===== config.mk =====
export PLATFORM = sky130hd
export DESIGN_NAME = video_sync_gen
export DESIGN_NICKNAME = d
export VERILOG_FILES = /design/src/rtl/video_timing_pkg.sv /design/src/rtl/sync_axis.sv /design/src/rtl/video_sync_gen.sv
export SDC_FILE = /design/constraint.sdc
export NUM_CORES = 1
export LEC_CHECK = 0
export CORE_AREA = 2 2 71 73
export DETAILED_ROUTE_END_ITERATION = 7
export DIE_AREA = 0 0 73 75
export GPL_ROUTABILITY_DRIVEN = 0
export PLACE_DENSITY = 0.78
export SYNTH_ARGS = -nofsm -noshare
export SYNTH_HDL_FRONTEND = slang
export SYNTH_SLANG_ARGS = --single-unit

===== constraint.sdc =====
create_clock -name vga_clk -period 3.4 [get_ports vga_clk]
set_input_delay 1.02 -clock vga_clk [delete_from_list [all_inputs] [get_ports vga_clk]]
set_output_delay 1.02 -clock vga_clk [all_outputs]
set_load 0.01 [all_outputs]

===== src/rtl/video_timing_pkg.sv =====
// Default 640x480@60 raster timing constants and shared decode helpers.
package video_timing_pkg;

    localparam int VGA_H_ACTIVE = 640;
    localparam int VGA_H_FRONT  = 16;
    localparam int VGA_H_SYNC   = 96;
    localparam int VGA_H_BACK   = 48;
    localparam int VGA_V_ACTIVE = 480;
    localparam int VGA_V_FRONT  = 10;
    localparam int VGA_V_SYNC   = 2;
    localparam int VGA_V_BACK   = 33;
    localparam int VGA_CW       = 10;

    localparam int VGA_H_TOTAL = VGA_H_SYNC + VGA_H_BACK + VGA_H_ACTIVE + VGA_H_FRONT;
    localparam int VGA_V_TOTAL = VGA_V_SYNC + VGA_V_BACK + VGA_V_ACTIVE + VGA_V_FRONT;
    localparam int VGA_HA0     = VGA_H_SYNC + VGA_H_BACK;
    localparam int VGA_VA0     = VGA_V_SYNC + VGA_V_BACK;

    // Half-open interval test [lo, hi).
    function automatic logic in_range(input int val, input int lo, input int hi);
        return (val >= lo) && (val < hi);
    endfunction

endpackage


===== src/rtl/sync_axis.sv =====
// One raster axis: wrapping counter plus sync/active decode of its next value.
module sync_axis
    import video_timing_pkg::*;
#(
    parameter int TOTAL  = VGA_H_TOTAL,
    parameter int SYNC   = VGA_H_SYNC,
    parameter int A0     = VGA_HA0,
    parameter int ACTIVE = VGA_H_ACTIVE,
    parameter int CW     = VGA_CW
) (
    input  logic          clk,
    input  logic          rst,
    input  logic          en,
    output logic [CW-1:0] cnt,
    output logic          wrap,
    output logic          nxt_sync,
    output logic          nxt_act,
    output logic [CW-1:0] nxt_pos
);

    logic [CW-1:0] nxt;

    assign wrap = en && (cnt == CW'(TOTAL - 1));

    always_comb begin
        nxt = cnt;
        if (wrap)
            nxt = '0;
        else if (en)
            nxt = cnt + 1'b1;
    end

    // Decode the value being loaded so flags line up with the counter.
    assign nxt_sync = in_range(int'(nxt), 0, SYNC);
    assign nxt_act  = in_range(int'(nxt), A0, A0 + ACTIVE);
    assign nxt_pos  = nxt - CW'(A0);

    always_ff @(posedge clk or posedge rst) begin
        if (rst)
            cnt <= '0;
        else
            cnt <= nxt;
    end

endmodule


===== src/rtl/video_sync_gen.sv =====
// Free-running VGA raster timing: sync pulses, blanking, coordinates, strobes.
module video_sync_gen
    import video_timing_pkg::*;
#(
    parameter int H_ACTIVE        = VGA_H_ACTIVE,
    parameter int H_FRONT         = VGA_H_FRONT,
    parameter int H_SYNC          = VGA_H_SYNC,
    parameter int H_BACK          = VGA_H_BACK,
    parameter int V_ACTIVE        = VGA_V_ACTIVE,
    parameter int V_FRONT         = VGA_V_FRONT,
    parameter int V_SYNC          = VGA_V_SYNC,
    parameter int V_BACK          = VGA_V_BACK,
    parameter int SYNC_ACTIVE_LOW = 1,
    parameter int CW              = VGA_CW
) (
    input  logic          vga_clk,
    input  logic          reset,
    output logic          HS,
    output logic          VS,
    output logic          blank_n,
    output logic [CW-1:0] h_cnt,
    output logic [CW-1:0] v_cnt,
    output logic [CW-1:0] pixel_x,
    output logic [CW-1:0] pixel_y,
    output logic          line_start,
    output logic          frame_start
);

    localparam int H_TOTAL = H_SYNC + H_BACK + H_ACTIVE + H_FRONT;
    localparam int V_TOTAL = V_SYNC + V_BACK + V_ACTIVE + V_FRONT;
    localparam logic ACT = (SYNC_ACTIVE_LOW != 0) ? 1'b0 : 1'b1;

    logic          h_wrap;
    logic          v_wrap;
    logic          h_sync;
    logic          v_sync;
    logic          h_act;
    logic          v_act;
    logic          act;
    logic [CW-1:0] h_pos;
    logic [CW-1:0] v_pos;

    sync_axis #(
        .TOTAL  (H_TOTAL),
        .SYNC   (H_SYNC),
        .A0     (H_SYNC + H_BACK),
        .ACTIVE (H_ACTIVE),
        .CW     (CW)
    ) u_h (
        .clk      (vga_clk),
        .rst      (reset),
        .en       (1'b1),
        .cnt      (h_cnt),
        .wrap     (h_wrap),
        .nxt_sync (h_sync),
        .nxt_act  (h_act),
        .nxt_pos  (h_pos)
    );

    sync_axis #(
        .TOTAL  (V_TOTAL),
        .SYNC   (V_SYNC),
        .A0     (V_SYNC + V_BACK),
        .ACTIVE (V_ACTIVE),
        .CW     (CW)
    ) u_v (
        .clk      (vga_clk),
        .rst      (reset),
        .en       (h_wrap),
        .cnt      (v_cnt),
        .wrap     (v_wrap),
        .nxt_sync (v_sync),
        .nxt_act  (v_act),
        .nxt_pos  (v_pos)
    );

    assign act = h_act & v_act;

    // v_wrap implies h_wrap, so it marks the step onto the frame origin.
    always_ff @(posedge vga_clk or posedge reset) begin
        if (reset) begin
            HS          <= ACT;
            VS          <= ACT;
            blank_n     <= 1'b0;
            pixel_x     <= '0;
            pixel_y     <= '0;
            line_start  <= 1'b0;
            frame_start <= 1'b0;
        end else begin
            HS          <= h_sync ? ACT : ~ACT;
            VS          <= v_sync ? ACT : ~ACT;
            blank_n     <= act;
            pixel_x     <= act ? h_pos : '0;
            pixel_y     <= act ? v_pos : '0;
            line_start  <= h_wrap;
            frame_start <= v_wrap;
        end
    end

endmodule


==> results of run 1 <==
[worst min-delay path by stage]
stage,start,to,slack (ns),cells after the start
detailed placement,u_h.cnt[0],u_h.cnt[0],0.57,2
finish,u_h.cnt[0],u_h.cnt[0],0.60,2
global placement,u_h.cnt[0],u_h.cnt[0],0.57,2
CTS,u_h.cnt[0],u_h.cnt[0],0.59,2
floorplan,u_h.cnt[0],u_h.cnt[0],0.56,1
global route,u_h.cnt[0],u_h.cnt[0],0.61,2
[repair_timing]
item                       in CTS  in global routing
setup endpoints to repair       0                  6
hold buffers                    0                  0
resized for setup               0                  1
[synth_stat cells, types with 3 or more instances]
cell,count
a21oi_1,8
and2_1,7
buf_2,4
clkbuf_1,3
dfrtp_1,45
ha_1,6
inv_1,12
nand2_1,18
nand2b_1,3
nand3_1,9
nand4_1,5
nor2_1,16
nor2_2,10
nor3_1,6
nor4_1,5
o21ai_0,10
xnor2_1,14
xor2_1,9
[tightest hold or removal path, stage by stage (launching register included)]
cell and delay, ns:
dfrtp_1 0.37, buf_4 0.15, nor2_1 0.05
[state kept, by name (all words and copies together), names as in the netlist]
name         flops
pixel_x         10
pixel_y         10
u_h.cnt         10
u_v.cnt         10
HS               1
VS               1
blank_n          1
frame_start      1
line_start       1
[metrics by stage]
stage | util, % | cells
after floorplan | - | 228
after global placement | 62.3 | 331
after detailed placement | 62.3 | 331
after CTS | 64.2 | 338
after global routing | 64.3 | 338
final | 64.3 | 338
[cell families (layout without fill, tap and decap cells)]
kind of cell / count (synthesis) / in the layout / share of synthesized area (%)
buf+inv: 22 / 78 / 4.12
compound gates: 39 / 39 / 12.1
mux: 2 / 2 / 0.964
fa+ha+maj: 6 / 6 / 3.21
simple gates: 90 / 90 / 21.6
xor+xnor: 24 / 24 / 9.80
flops: 45 / 45 / 48.2
[per-layer routing]
metal	up-vias	wire length [µm]
met5	-	0
met4	0	97
met3	9	261
met2	84	2530
met1	891	2190
li1	900	-
[power by group]
part | switching (mW) | internal [mW]
sequential | 0 | 0.535
clock | 0.158 | 0.161
combinational | 0.00973 | 0.00185
[area by class of cell]
class | instances | share of cell area (%)
clock buffer | 7 | 2.88
inverter | 14 | 1.80
multi-input combinational | 161 | 37.3
sequential | 45 | 37.6
tap | 54 | 2.26
timing repair buffer | 57 | 18.1
==> impl_metrics.json, run 1 <==
{
  "ys.warnings.count": 0,
  "critical_path.endpoint": "pixel_x[3]",
  "die_w_um": 73,
  "worstSetupPathType": "flop to flop",
  "worstMarginPinSlew_ns": 0.576,
  "mostFrequentLayoutCell": "clkdlybuf4s50_1",
  "use_met1_pct": 26.8,
  "worst_slack_ns": 0.235,
  "grt_pass1_vias": 1809,
  "postSynth.asyncResetShare_pct": 100,
  "max_freq_mhz": 316,
  "hold_viol": 0,
  "syn_to_final_growth_pct": 28.2,
  "synth.distinct_cells": 51,
  "whs_ns": 0.597,
  "critPathArrivalTime_ns": 3.36,
  "grt_usage_pct": 20.4,
  "setup_viol": 0,
  "reg2reg_depth": 13,
  "rr_startpoint": "u_h.cnt[5]",
  "clock_skew_ns": 0.00456,
  "multiInputGateArea_um2": 1120,
  "ant_nets": 0,
  "htree_levels": 2,
  "vdd_ir_drop_max_mv": 0.149,
  "fin_setup_tns_ns": 0,
  "cts_root_buffer": "clkbuf_8",
  "io_buffers": 46,
  "viasPerCell": 5.57,
  "ioPinCount": 47,
  "cts.sinks": 45,
  "hold_path_class": "flop to flop",
  "place_ws_ns": 0.133,
  "clkSlewWorstSetupHoldPaths_ns": 0.07,
  "start_util_pct": 50.1,
  "cts_setup_buffers": 0,
  "fin_nets": 292,
  "path_buf_inv": 3,
  "cp-end-kind": "flop",
  "ys.flop_type": "dfrtp_1",
  "start_kind": "flop",
  "rrSetupSlack_ns": 0.24,
  "ff_latch_area_um2": 1130,
  "power.leakage_nw": 1.33,
  "insertion_delay_ns": 0.29,
  "wl_mm": 5.08,
  "synth_seq_area_share_pct": 48.2,
  "post-dp-hpwl_mm": 3.84,
  "synth_top_area_share_pct": 48.2,
  "use_met3_pct": 2.81,
  "fillers": 376,
  "post-route-drc-count": 0,
  "synth_area_leaders": "dfrtp_1 (48%), xnor2_1 (5.2%), xor2_1 (3.4%)",
  "finalMaxSlewViolations": 0,
  "yosysTopAreaCell": "dfrtp_1",
  "power.total_mw": 0.865,
  "routedWlPerCell_um": 15.0,
  "syn_area_per_cell_um2": 10.2,
  "cp_cell_sequence": "or3_4 -> or3_4 -> clkinv_2 -> nand2b_1 -> o21ai_0 -> buf_4 -> ha_1 -> nor2_1 -> a21bo_2 -> a21oi_2 -> o211ai_4 -> buf_4 -> nor3_1",
  "rows": 25,
  "max_slew_margin_pct": 61.2,
  "via_count": 1884,
  "syn_nets": 236,
  "busiest_layer": "met2",
  "crit_slowest_cell": "or3_4",
  "stdcell_area_um2": 3000,
  "n_antenna_cell": 0,
  "synth-seq-cells": 45,
  "grt_start_max_net_pins": 46,
  "cp.depth": 13,
  "synth_edf_count": 0,
  "required_ns": 3.59,
  "grt_pass1_wl_mm": 8.57,
  "post-route-period-util_pct": 93.1,
  "reg2reg_to": "pixel_x[3]",
  "clk_path_buf_depth": 2,
  "cp_top_family": "simple AND/OR/NAND/NOR gates",
  "syn_inst": 228,
  "antenna_found_initial": 0,
  "syn_area_um2": 2340,
  "mostFrequentLayoutCells": "clkdlybuf4s50_1 (46), dfrtp_1 (45), nand2_1 (18)",
  "met2_usage_pct": 34.2,
  "outcome": "finished, final reports clean",
  "die_area_um2": 5480,
  "postPlaceCellArea_um2": 2900,
  "min_period_ns": 3.16,
  "cts_tree": "built",
  "drive_above_1_share_pct": 15.5,
  "fp.dieH_um": 75,
  "crit_path_start": "u_h.cnt[5]",
  "cts_buffers": 5,
  "drtPass1Iterations": 4,
  "rsz0062_at_grt": "no",
  "core_region_area_um2": 4660,
  "drt_iter0_drc": 107,
  "overflow": 0,
  "cpPeakStageDelay_ns": 0.47,
  "crit_fanout": 12,
  "max-cap-violations": 0,
  "cellPowerDensity_nw_per_um2": 289
}
Power figures use the tool's default switching activity.
==> run 2: changes to the inputs <==
- CORE_AREA: 2 2 71 73 -> 2 2 84 86
- DIE_AREA: 0 0 73 75 -> 0 0 86 88
- PLACE_DENSITY: 0.78 -> not set
==> run 2 against run 1 <==
Final cell count increased by 11%. Die area up 38%. Setup slack gained 0.071 ns. Flip-flop and latch count unchanged. Core utilization fell by 18 points. Power fell by 1.2%. First-iteration DRC count shrank 24%.
==> impl_metrics.json, run 2 (same netlist as run 1, synthesis figures left out) <==
{
  "outcome": "finished, final reports clean",
  "power.switching_mw": 0.176,
  "viasPerCell": 5.01,
  "htree_levels": 2,
  "drive_above_1_share_pct": 18.6,
  "post-route-drc-count": 0,
  "clkSlewWorstSetupHoldPaths_ns": 0.08,
  "cts_tree": "built",
  "io_buffers": 46,
  "syn_to_final_growth_pct": 32.5,
  "min_period_ns": 3.09,
  "comb_power_share_pct": 1.4,
  "met3_length_um": 282,
  "cp-end-kind": "flop",
  "cts_buffers": 5,
  "fin_setup_tns_ns": 0,
  "start_kind": "flop",
  "mostFrequentLayoutCell": "clkdlybuf4s50_1",
  "cts_hold_buf": 0,
  "ioPinCount": 47,
  "grt_pass1_wl_mm": 8.83,
  "n_antenna_cell": 0,
  "swShare_pct": 20.6,
  "cellPowerDensity_nw_per_um2": 276,
  "ant_nets": 0,
  "wl_mm": 5.17,
  "overflow": 0,
  "critPathArrivalTime_ns": 3.31,
  "die_area_um2": 7570,
  "drt_iter0_drc": 81,
  "antenna_found_initial": 0,
  "max_freq_mhz": 323,
  "clock_skew_ns": 0.00510,
  "post-route-period-util_pct": 91.0,
  "rsz0062_at_grt": "no",
  "grt_pass1_vias": 1833,
  "vdd_ir_drop_max_mv": 0.127,
  "mostFrequentLayoutCells": "clkdlybuf4s50_1 (46), dfrtp_1 (44), buf_4 (21)",
  "insertion_delay_ns": 0.29,
  "seqPwrFrac_pct": 62.5,
  "internal_power_mw": 0.679,
  "wl_met2_mm": 2.42,
  "wl_met1_mm": 2.35,
  "clkPwrFrac_pct": 36.1,
  "whs_ns": 0.512,
  "grt_start_max_net_pins": 46,
  "core_region_area_um2": 6640,
  "max-cap-violations": 0,
  "cts.sinks": 45,
  "postPlaceCellArea_um2": 3000,
  "power.leakage_nw": 1.38,
  "cts_root_buffer": "clkbuf_8",
  "via_count": 1879,
  "fin_nets": 302,
  "hold_viol": 0,
  "maxUsedRoutingLayer": "met4",
  "stdcell_area_um2": 3100,
  "grt_usage_pct": 15.0,
  "worstSetupPathType": "flop to flop",
  "start_util_pct": 35.2,
  "setup_viol": 0,
  "max_slew_margin_pct": 64.1,
  "finalMaxSlewViolations": 0,
  "rows": 30,
  "drtPass1Iterations": 4,
  "die_w_um": 86,
  "required_ns": 3.62,
  "clk_path_buf_depth": 2,
  "post-dp-hpwl_mm": 3.93,
  "worstMarginPinSlew_ns": 0.532,
  "crit_fanout": 12,
  "hold_path_class": "flop to flop",
  "fp.dieH_um": 88,
  "routedWlPerCell_um": 13.8
}
==> run 2: cell types whose count changed in the layout (fill, tap and decap cells not counted), sizes merged <==
cell	delta
buf	+10
clkbuf	-1
clkinv	+2
==> run 2: cell type report <==
cell class	instances	area (µm²)
tap	80	100
clock inverter	2	10.0
clock buffer	6	72.6
multi-input combinational	161	1110
inverter	14	53.8
timing repair buffer	67	618
sequential	45	1130
fill	612	3550
==> run 2: metal layers <==
metal	vias up	track usage (%)
li1	920	-
met1	885	20.1
met2	61	23.4
met3	13	3.58
met4	0	6.20
met5	-	0
==> run 2: metrics by stage <==
| step | setup WS [ns] | util, % | cells | power, mW |
|---|---|---|---|---|
| finish | 0.306 | 46.6 | 375 | 0.855 |
| global route | 0.0131 | 46.6 | 375 | 0.904 |
| CTS | 0.0564 | 46.3 | 373 | 0.872 |
| detailed placement | 0.0868 | 45.1 | 365 | 0.558 |
| global placement | 0.230 | 45.1 | 365 | 0.558 |
| floorplan | 0.250 | - | 228 | 0.553 |
==> run 2: final timing paths <==
kind | from | to | slack (ns) | cells after the start
max reg2reg | u_h.cnt[0] | pixel_y[8] | 0.31 | 13
max in group asynchronous | reset | u_h.cnt[0] | 1.84 | 3
min reg2reg | u_h.cnt[0] | u_h.cnt[0] | 0.51 | 1
max | u_h.cnt[0] | pixel_y[8] | 0.31 | 13
min | u_h.cnt[0] | u_h.cnt[0] | 0.51 | 1
min in group asynchronous | reset | pixel_x[2] | 1.17 | 3
==> run 2: critical path: stages (launching register included) <==
cell      delay [ns]
dfrtp_2         0.42
ha_1            0.24
nand4_1         0.14
or3_4           0.49
clkinv_2        0.18
nand2b_1        0.10
o21ai_1         0.21
ha_1            0.25
nor2_1          0.08
a21bo_2         0.24
a21oi_2         0.17
o211ai_4        0.16
buf_4           0.21
a21oi_1         0.12
==> run 2: repair_timing <==
item                       in CTS  in global routing
setup buffers                   0                  2
gates resized for setup         0                  2
setup endpoints to repair       0                 17
==> run 2: power groups by stage <==
stage                     combinational (mW)  sequential, mW  clock (mW)
final                                 0.0117           0.535       0.309
after CTS                             0.0131           0.535       0.325
after detailed placement              0.0130           0.545           0
after global placement                0.0128           0.545           0
after floorplan                      0.00785           0.545           0
after global routing                  0.0145           0.535       0.355
